==> src/rtl/tcb_lib_misalign_split.sv <==
// Splits misaligned TCB log-size requests into naturally aligned pieces and reassembles the response.
// Optional macro TCB_LIB_MISALIGN_TRAP_EN: misaligned requests are rejected with an error instead of split.
module tcb_lib_misalign_split #(
    parameter int unsigned ADR = 32,
    parameter int unsigned DLY = 1
) (
    input  logic           i_clk,
    input  logic           i_rst,
    input  logic           i_sub_vld,
    output logic           o_sub_rdy,
    input  logic           i_sub_wen,
    input  logic [ADR-1:0] i_sub_adr,
    input  logic [1:0]     i_sub_siz,
    input  logic [31:0]    i_sub_wdt,
    output logic [31:0]    o_sub_rdt,
    output logic           o_sub_err,
    output logic           o_man_vld,
    input  logic           i_man_rdy,
    output logic           o_man_wen,
    output logic [ADR-1:0] o_man_adr,
    output logic [1:0]     o_man_siz,
    output logic [31:0]    o_man_wdt,
    input  logic [31:0]    i_man_rdt,
    input  logic           i_man_err
);

    typedef enum logic {IDLE = 1'b0, SPLIT = 1'b1} state_t;

    typedef struct packed {
        logic       hs;
        logic       ferr;
        logic       ren;
        logic [1:0] cnt;
        logic [1:0] siz;
        logic       last;
    } trk_t;

    state_t         r_state, w_state_nxt;
    logic [1:0]     r_cnt, w_cnt_nxt;
    logic [ADR-1:0] w_a;
    logic [2:0]     w_n, w_pb, w_pb_rsp, w_off;
    logic [1:0]     w_s;
    logic           w_last, w_bypass, w_hs, w_ehs;
    trk_t           w_trk_in, w_trk;
    logic [31:0]    r_rbuf, w_pdat;
    logic           r_acc;

    // Piece selection: largest aligned size fitting in the remaining bytes
    always_comb begin
        w_n = (3'd1 << i_sub_siz) - {1'b0, r_cnt};
        w_a = i_sub_adr + ADR'(r_cnt);
        if (w_a[1:0] == 2'd0 && w_n >= 3'd4) begin
            w_s = 2'd2;
        end else if (!w_a[0] && w_n >= 3'd2) begin
            w_s = 2'd1;
        end else begin
            w_s = 2'd0;
        end
        w_pb   = 3'd1 << w_s;
        w_last = (w_pb == w_n);
`ifdef TCB_LIB_MISALIGN_TRAP_EN
        w_bypass = (i_sub_siz == 2'd3)
                 || (i_sub_siz == 2'd1 && i_sub_adr[0])
                 || (i_sub_siz == 2'd2 && i_sub_adr[1:0] != 2'd0);
`else
        w_bypass = (i_sub_siz == 2'd3);
`endif
    end

    // FSM outputs: piece request and subordinate ready
    always_comb begin
        o_man_vld = i_sub_vld && !w_bypass;
        o_man_wen = i_sub_wen;
        o_man_adr = w_a;
        o_man_siz = w_s;
        o_man_wdt = i_sub_wdt >> {r_cnt, 3'b000};
        if (w_bypass) begin
            o_sub_rdy = 1'b1;
        end else begin
            o_sub_rdy = i_man_rdy && w_last;
        end
    end

    assign w_hs  = o_man_vld && i_man_rdy;
    assign w_ehs = i_sub_vld && w_bypass;

    // FSM next state: advance the byte count on every non-last piece handshake
    always_comb begin
        w_state_nxt = r_state;
        w_cnt_nxt   = r_cnt;
        if (w_hs) begin
            if (w_last) begin
                w_state_nxt = IDLE;
                w_cnt_nxt   = 2'd0;
            end else begin
                w_state_nxt = SPLIT;
                w_cnt_nxt   = r_cnt + w_pb[1:0];
            end
        end else begin
            w_state_nxt = r_state;
            w_cnt_nxt   = r_cnt;
        end
    end

    // FSM state register
    always_ff @(posedge i_clk) begin
        if (i_rst) begin
            r_state <= IDLE;
            r_cnt   <= 2'd0;
        end else begin
            r_state <= w_state_nxt;
            r_cnt   <= w_cnt_nxt;
        end
    end

    // Per-cycle tracking entry; rejected requests ride along as forced-error last pieces
    always_comb begin
        w_trk_in.hs   = (w_hs || w_ehs) && !i_rst;
        w_trk_in.ferr = w_ehs;
        w_trk_in.ren  = !i_sub_wen;
        w_trk_in.cnt  = r_cnt;
        w_trk_in.siz  = w_s;
        w_trk_in.last = w_last || w_ehs;
    end

    generate
        if (DLY == 0) begin : g_nodly
            assign w_trk = w_trk_in;
        end else begin : g_dly
            trk_t r_pipe [DLY];
            // Response tracking delay line
            always_ff @(posedge i_clk) begin
                if (i_rst) begin
                    for (int i = 0; i < DLY; i++) r_pipe[i] <= '0;
                end else begin
                    r_pipe[0] <= w_trk_in;
                    for (int i = 1; i < DLY; i++) r_pipe[i] <= r_pipe[i-1];
                end
            end
            assign w_trk = r_pipe[DLY-1];
        end
    endgenerate

    // Merge the low bytes of the piece response into the buffer at the piece offset
    always_comb begin
        w_pb_rsp = 3'd1 << w_trk.siz;
        w_pdat   = r_rbuf;
        w_off    = 3'd0;
        for (int b = 0; b < 4; b++) begin
            w_off = 3'(b) - {1'b0, w_trk.cnt};
            if (3'(b) >= {1'b0, w_trk.cnt} && w_off < w_pb_rsp) begin
                w_pdat[8*b +: 8] = i_man_rdt[{w_off[1:0], 3'b000} +: 8];
            end else begin
                w_pdat[8*b +: 8] = r_rbuf[8*b +: 8];
            end
        end
    end

    // Subordinate response on the last piece
    always_comb begin
        o_sub_rdt = 32'd0;
        o_sub_err = 1'b0;
        if (w_trk.hs && w_trk.last) begin
            if (w_trk.ferr) begin
                o_sub_err = 1'b1;
            end else begin
                o_sub_err = r_acc | i_man_err;
                o_sub_rdt = w_trk.ren ? w_pdat : 32'd0;
            end
        end else begin
            o_sub_rdt = 32'd0;
            o_sub_err = 1'b0;
        end
    end

    // Read buffer and error accumulator across pieces of one request
    always_ff @(posedge i_clk) begin
        if (i_rst) begin
            r_rbuf <= 32'd0;
            r_acc  <= 1'b0;
        end else if (w_trk.hs && w_trk.last) begin
            r_rbuf <= 32'd0;
            r_acc  <= 1'b0;
        end else if (w_trk.hs) begin
            r_acc <= r_acc | i_man_err;
            if (w_trk.ren) r_rbuf <= w_pdat;
        end else begin
            r_rbuf <= r_rbuf;
            r_acc  <= r_acc;
        end
    end

endmodule
==> config.mk <==
export PLATFORM = sky130hd
export DESIGN_NAME = tcb_lib_misalign_split
export DESIGN_NICKNAME = d
export VERILOG_FILES = /design/src/rtl/tcb_lib_misalign_split.sv
export SDC_FILE = /design/constraint.sdc
export NUM_CORES = 1
export LEC_CHECK = 0
export BUFFER_PORTS_ARGS = -buffer_cell sky130_fd_sc_hd__buf_2
export CORE_MARGIN = 2
export CORE_UTILIZATION = 40
export DETAILED_ROUTE_END_ITERATION = 7
export PLACE_DENSITY = 0.71
export SLEW_MARGIN = 20
export SYNTH_ARGS = -nofsm -noshare
export SYNTH_HDL_FRONTEND = slang
export SYNTH_SLANG_ARGS = --single-unit
==> constraint.sdc <==
create_clock -name i_clk -period 6.4 [get_ports i_clk]
set_input_delay 0.64 -clock i_clk [delete_from_list [all_inputs] [get_ports i_clk]]
set_output_delay 0.64 -clock i_clk [all_outputs]
set_load 0.1 [all_outputs]
==> results of run 1 <==
==> per-layer routing <==
metal,wire (µm),track usage (%),share of wire (%),up-vias
met2,6290,39.4,50,192
li1,-,-,-,2097
met1,4850,24.0,39,2007
met4,355,7.42,2.8,0
met5,0,0,0,-
met3,963,4.36,7.7,27
==> critical path: cells and delay by family, from the launching register on <==
| family | cells | cell delay, ps |
|---|---|---|
| adder cells (fa/ha/maj) | 2 | 1180 |
| flip-flops | 1 | 1000 |
| buffers and inverters | 2 | 660 |
| AND/OR/NAND/NOR | 2 | 630 |
| AO/OA/AOI/OAI | 2 | 260 |
| multiplexers | 1 | 250 |
==> power groups by stage <==
| stage | combinational [µW] | sequential [µW] | clock, µW |
|---|---|---|---|
| final | 903 | 288 | 218 |
| after global routing | 947 | 290 | 231 |
| after CTS | 904 | 288 | 222 |
| after detailed placement | 901 | 294 | 0 |
| after global placement | 888 | 294 | 0 |
| after floorplan | 747 | 289 | 0 |
==> cell families after synthesis <==
group	share of synthesized area, %
AO/OA/AOI/OAI	7.91
multiplexers	34.1
buffers and inverters	4.76
AND/OR/NAND/NOR	21.1
adder cells (fa/ha/maj)	5.02
flip-flops	20.1
XOR/XNOR	6.98
==> placed cells by master, fill, tap and decap left out, types with 2 or more instances in the layout <==
cell	synthesis	layout
o21bai_1	2	2
nor2b_1	12	12
a21o_1	2	2
a21oi_1	11	11
inv_1	14	14
nor3_1	3	3
nor3_2	2	2
dfxtp_1	43	42
nand3b_1	4	4
nand4_1	4	4
xnor2_1	20	20
o21ai_1	2	2
and2_1	11	11
and4_1	2	2
nand4b_1	2	2
nand2_1	26	26
clkbuf_8	0	5
buf_4	3	4
fa_1	2	2
mux4_2	32	32
a211oi_1	16	16
mux2i_1	74	74
o31a_1	2	2
ha_1	14	14
buf_2	4	205
nand3_1	17	17
o21ai_0	11	11
and3_1	4	4
nand2b_1	2	2
nor2_1	93	93
xor2_1	11	11
==> synth_stat cells, types with 3 or more instances <==
cell type	n	area, µm²
nor2_1	93	349
mux2i_1	74	741
dfxtp_1	43	861
mux4_2	32	721
nand2_1	26	97.6
clkbuf_1	21	78.8
xnor2_1	20	175
nand3_1	17	85.1
a211oi_1	16	120
ha_1	14	175
inv_1	14	52.6
nor2b_1	12	75.1
a21oi_1	11	55.1
and2_1	11	68.8
o21ai_0	11	55.1
xor2_1	11	96.3
and3_1	4	25.0
buf_2	4	20.0
nand3b_1	4	30.0
nand4_1	4	25.0
buf_4	3	22.5
nor3_1	3	15.0
==> stage by stage <==
stage	total power (µW)	cells	util (%)	setup WS, ps
2_1_floorplan	1040	482	-	1420
4_1_cts	1410	803	52.8	1450
3_5_place_dp	1200	795	51.7	1780
6_report	1410	803	52.8	1460
5_1_grt	1470	803	52.8	1140
3_3_place_gp	1180	795	51.7	1980
==> path summary, 6_finish.rpt <==
kind                                  from                            end  slack (ps)  cells past startpoint
max          g_dly.r_pipe[0][4]$_SDFF_PP0_                   o_sub_rdt[5]        1460                      9
min                              i_sub_wen  g_dly.r_pipe[0][5]$_SDFF_PP0_         500                      2
min reg2reg         r_rbuf[0]$_SDFFE_PP0P_         r_rbuf[0]$_SDFFE_PP0P_         500                      2
max reg2reg  g_dly.r_pipe[0][4]$_SDFF_PP0_         r_rbuf[2]$_SDFFE_PP0P_        2580                      8
==> registers in the layout (all words and copies together) (netlist names) <==
| name | flops |
|---|---|
| g_dly.r_pipe | 8 |
| r_cnt | 2 |
| r_acc | 1 |
| r_rbuf | 32 |
==> area by class of cell <==
cell class	count	area [µm²]
fillers	974	4890
multi-input cells	393	3220
repair buffers	209	1060
flip-flops and latches	43	862
well taps	136	170
clock buffers	5	68.8
inverters	14	52.6
clock inverters	3	46.3
==> impl_metrics.ini, run 1 <==
[cts]
clk_latency_ps = 300
clock-sinks = 43
cts_resized = 0
clkSlewWorstSetupHoldPaths_ps = 90
hold_buffers = 0
post_cts_buffers = 0
h-tree-depth = 2
cts_buffer_depth = 2
cts_root_buf = clkbuf_8
cts_tree = done
cts_buffers = 5

[global_route]
grt_pass1_vias = 4190
grtUsageTotal_pct = 21.3
grt.overflow.total = 0
antenna_found_initial = 0
grt_pass1_wl_um = 19700
grt_max_degree = 40

[run_status]
status = complete, no violations

[synth]
syn_inst = 482
async_flop_share_pct = 0
ys_seq_elements = 43
ys_seq_area_share_pct = 20.1
avgSynthCellArea_um2 = 8.89
syn_nets = 602
syn-cell-area_um2 = 4290
yosys_warnings = 0
synth_edf_count = 0
synth_cell_type_count = 45
synth_ff_type = dfxtp_1

[placed_design]
place_area_um2 = 5360
dp_hpwl_um = 10000
place.gp.congestion = 0.915
portBuffers = 205

[setup_path]
worstPathMaxFanout = 21
critical-path-slowest-cell = dfxtp_1
path_cells = inv_1, ha_1, ha_1, o31a_1, o21ai_1, nand3b_1, mux2i_1, nor2_1, buf_2
cp.arrival_ps = 4300
required_ps = 5760
endpoint_kind = primary output
cpPeakStageDelay_ps = 1000
start_kind = flip-flop
crit_top_cell = ha_1
criticalPathCategory = reg2out

[min_path]
worstHoldPathType = in2reg

[sta]
slew_violations = 0
max_slew.worst_pin.slew_ps = 1090
hold_viol = 0
min_period_ps = 4940
setup_viol = 0
timing.hold.ws_ps = 499
setup-tns-final_ps = 0
rsz0062_at_grt = no
relSlewSlack_pct = 27.2
finalCritPeriodShare_pct = 77.1
max_freq_ghz = 0.203
skew_ps = 4.46

[detailed_routing]
drc = 0
vias_per_cell = 5.38
vias = 4323
wl_per_cell_um = 15.5
routed_wirelength_um = 12500
detail-route-antenna-nets = 0
first_pass_iters = 4
first_iter_violations = 172

[pwr]
pwr_density_cell_nw_per_um2 = 257
seqPwrFrac_pct = 20.4
swShare_pct = 55.9
p_sw_uw = 787
p_int_uw = 622
p_leak_uw = 0.00251
ir_drop_v = 0.000437
p_comb_share_pct = 64.1
power_frac_clock_pct = 15.5

[finish]
syn_to_final_growth_pct = 27.8
antenna_cells = 0
final_net_count = 786
final_area_um2 = 5480
drive_above_1_share_pct = 38.8

[floorplan]
dieHeight_um = 108
die_area_um2 = 11600
ios = 206
coreArea_um2 = 10400
die_w_um = 108
row_count = 37
initial_core_util_pct = 41.3

[flow_run]
cap_violations = 0
No activity file was read; power rests on OpenSTA's default activity.
==> run 2, diff against run 1 <==
--- a/config.mk
+++ b/config.mk
@@ -9,7 +9,7 @@
 export CORE_MARGIN = 2
 export CORE_UTILIZATION = 40
 export DETAILED_ROUTE_END_ITERATION = 7
-export PLACE_DENSITY = 0.71
+export PLACE_DENSITY = 0.74
 export SLEW_MARGIN = 20
 export SYNTH_ARGS = -nofsm -noshare
 export SYNTH_HDL_FRONTEND = slang
==> constraint.sdc (replaced) <==
create_clock -name i_clk -period 4.3 [get_ports i_clk]
set_input_delay 0.43 -clock i_clk [delete_from_list [all_inputs] [get_ports i_clk]]
set_output_delay 0.43 -clock i_clk [all_outputs]
set_load 0.1 [all_outputs]
==> impl_metrics.ini, run 2 (synthesis gave the netlist of run 1 again) <==
[setup_path]
critical-path-slowest-cell = fa_1
crit_family = simple AND/OR/NAND/NOR gates
criticalPathCategory = reg2out
worstPathMaxFanout = 38
cp_num_buf_inv = 3
cp.arrival_ps = 3140
required_ps = 3870
path_cells = buf_4, inv_1, fa_1, nand3b_1, or2_1, nor3_2, nand2_1, nor2_1, xor2_1, buf_12
endpoint_kind = primary output
cpPeakStageDelay_ps = 450
start_kind = flip-flop

[placed_design]
dp.cells = 797
portBuffers = 205
dp_hpwl_um = 10700
place.gp.congestion = 0.917

[cts]
clock-sinks = 43
cts_tree = done
cts_root_buf = clkbuf_8
hold_buffers = 0
cts_buffer_depth = 2
post_cts_buffers = 0
cts_resized = 0
cts_buffers = 5
clk_latency_ps = 300
clkSlewWorstSetupHoldPaths_ps = 80
h-tree-depth = 2

[floorplan]
initial_core_util_pct = 41.3
row_count = 37
die_area_um2 = 11600
dieHeight_um = 108
die_w_um = 108
ios = 206
coreArea_um2 = 10400

[finish]
antenna_cells = 0
final_net_count = 788
final_cell_mix = 184 x buf_2, 85 x nor2_1, 74 x mux2i_1
n_fill_cell = 934
final_common_cell = buf_2
largest_register = r_rbuf
reg_top3 = r_rbuf x32, g_dly.r_pipe x8, r_cnt x2
finalNonFillerCells = 805
largest_reg_flops = 32
syn_to_final_growth_pct = 36.2
drive_above_1_share_pct = 40.2

[global_route]
grt_max_degree = 39
antenna_found_initial = 0
grt_pass1_vias = 4461
grt_pass1_wl_um = 21400
grt.overflow.total = 0
grtUsageTotal_pct = 23.0

[detailed_routing]
vias = 4434
detail-route-antenna-nets = 0
routed_wirelength_um = 13400
wl_per_cell_um = 16.6
vias_per_cell = 5.51
first_iter_violations = 239
drc = 0
first_pass_iters = 4

[sta]
finalCritPeriodShare_pct = 83.0
min_period_ps = 3570
hold_viol = 0
skew_ps = 3.41
relSlewSlack_pct = 50.7
slew_violations = 0
max_freq_ghz = 0.280
setup-tns-final_ps = 0
setup_viol = 0
rsz0062_at_grt = no
max_slew.worst_pin.slew_ps = 740

[run_status]
status = complete, no violations

[pwr]
ir_drop_v = 0.000857
power_uw = 2060
pwr_density_cell_nw_per_um2 = 353
p_leak_uw = 0.00258

[flow_run]
cap_violations = 0

[min_path]
worstHoldPathType = in2reg
run 2: changes by cell type in the layout (fill, tap and decap cells not counted), sizes merged:
cell,before,now
clkinv,0,1
clkbuf,5,6
bufinv,1,0
inv,15,14
buf,209,211
run 2: per-stage QoR:
step                      hold slack (ps)  util, %  cell area, µm²  worst slack, ps
final                                 285     56.3            5840              732
after CTS                             282     56.3            5840              716
after detailed placement              486     55.5            5750             1060
after global placement                451     55.5            5750             1120
after global routing                  288     56.3            5840              453
after floorplan                       438        -            4350              177
run 2: path summary, 6_finish.rpt:
check                                from                             to  slack [ps]  cells past startpoint
setup / recovery    r_cnt[1]$_SDFFE_PP0P_                  o_man_adr[28]         730                     10
hold / removal                  i_sub_wen  g_dly.r_pipe[0][5]$_SDFF_PP0_         280                      2
setup reg to reg    r_cnt[0]$_SDFFE_PP0P_          r_cnt[1]$_SDFFE_PP0P_        1280                      9
hold reg to reg   r_rbuf[27]$_SDFFE_PP0P_        r_rbuf[27]$_SDFFE_PP0P_         500                      2
run 2: report_power, final:
group / internal (µW) / switching, µW
Clock: 114 / 145
Sequential: 413 / 10.2
Combinational: 350 / 1030
run 2: layout make-up:
| class | instances | area [µm²] | area share, % |
|---|---|---|---|
| Inverter | 14 | 52.6 | 0.900 |
| Sequential cell | 43 | 862 | 14.8 |
| Multi-Input combinational cell | 393 | 3280 | 56.2 |
| Tap cell | 136 | 170 | 2.91 |
| Clock inverter | 2 | 12.5 | 0.214 |
| Clock buffer | 6 | 72.6 | 1.24 |
| Timing Repair Buffer | 211 | 1390 | 23.7 |
run 2: layer usage:
| layer | share of wire (%) | GRT usage (%) | routed length, µm |
|---|---|---|---|
| met3 | 7.6 | 4.48 | 1020 |
| met5 | 0 | 0 | 0 |
| met4 | 4.8 | 11.0 | 637 |
| met2 | 49 | 40.1 | 6560 |
| met1 | 39 | 27.0 | 5160 |
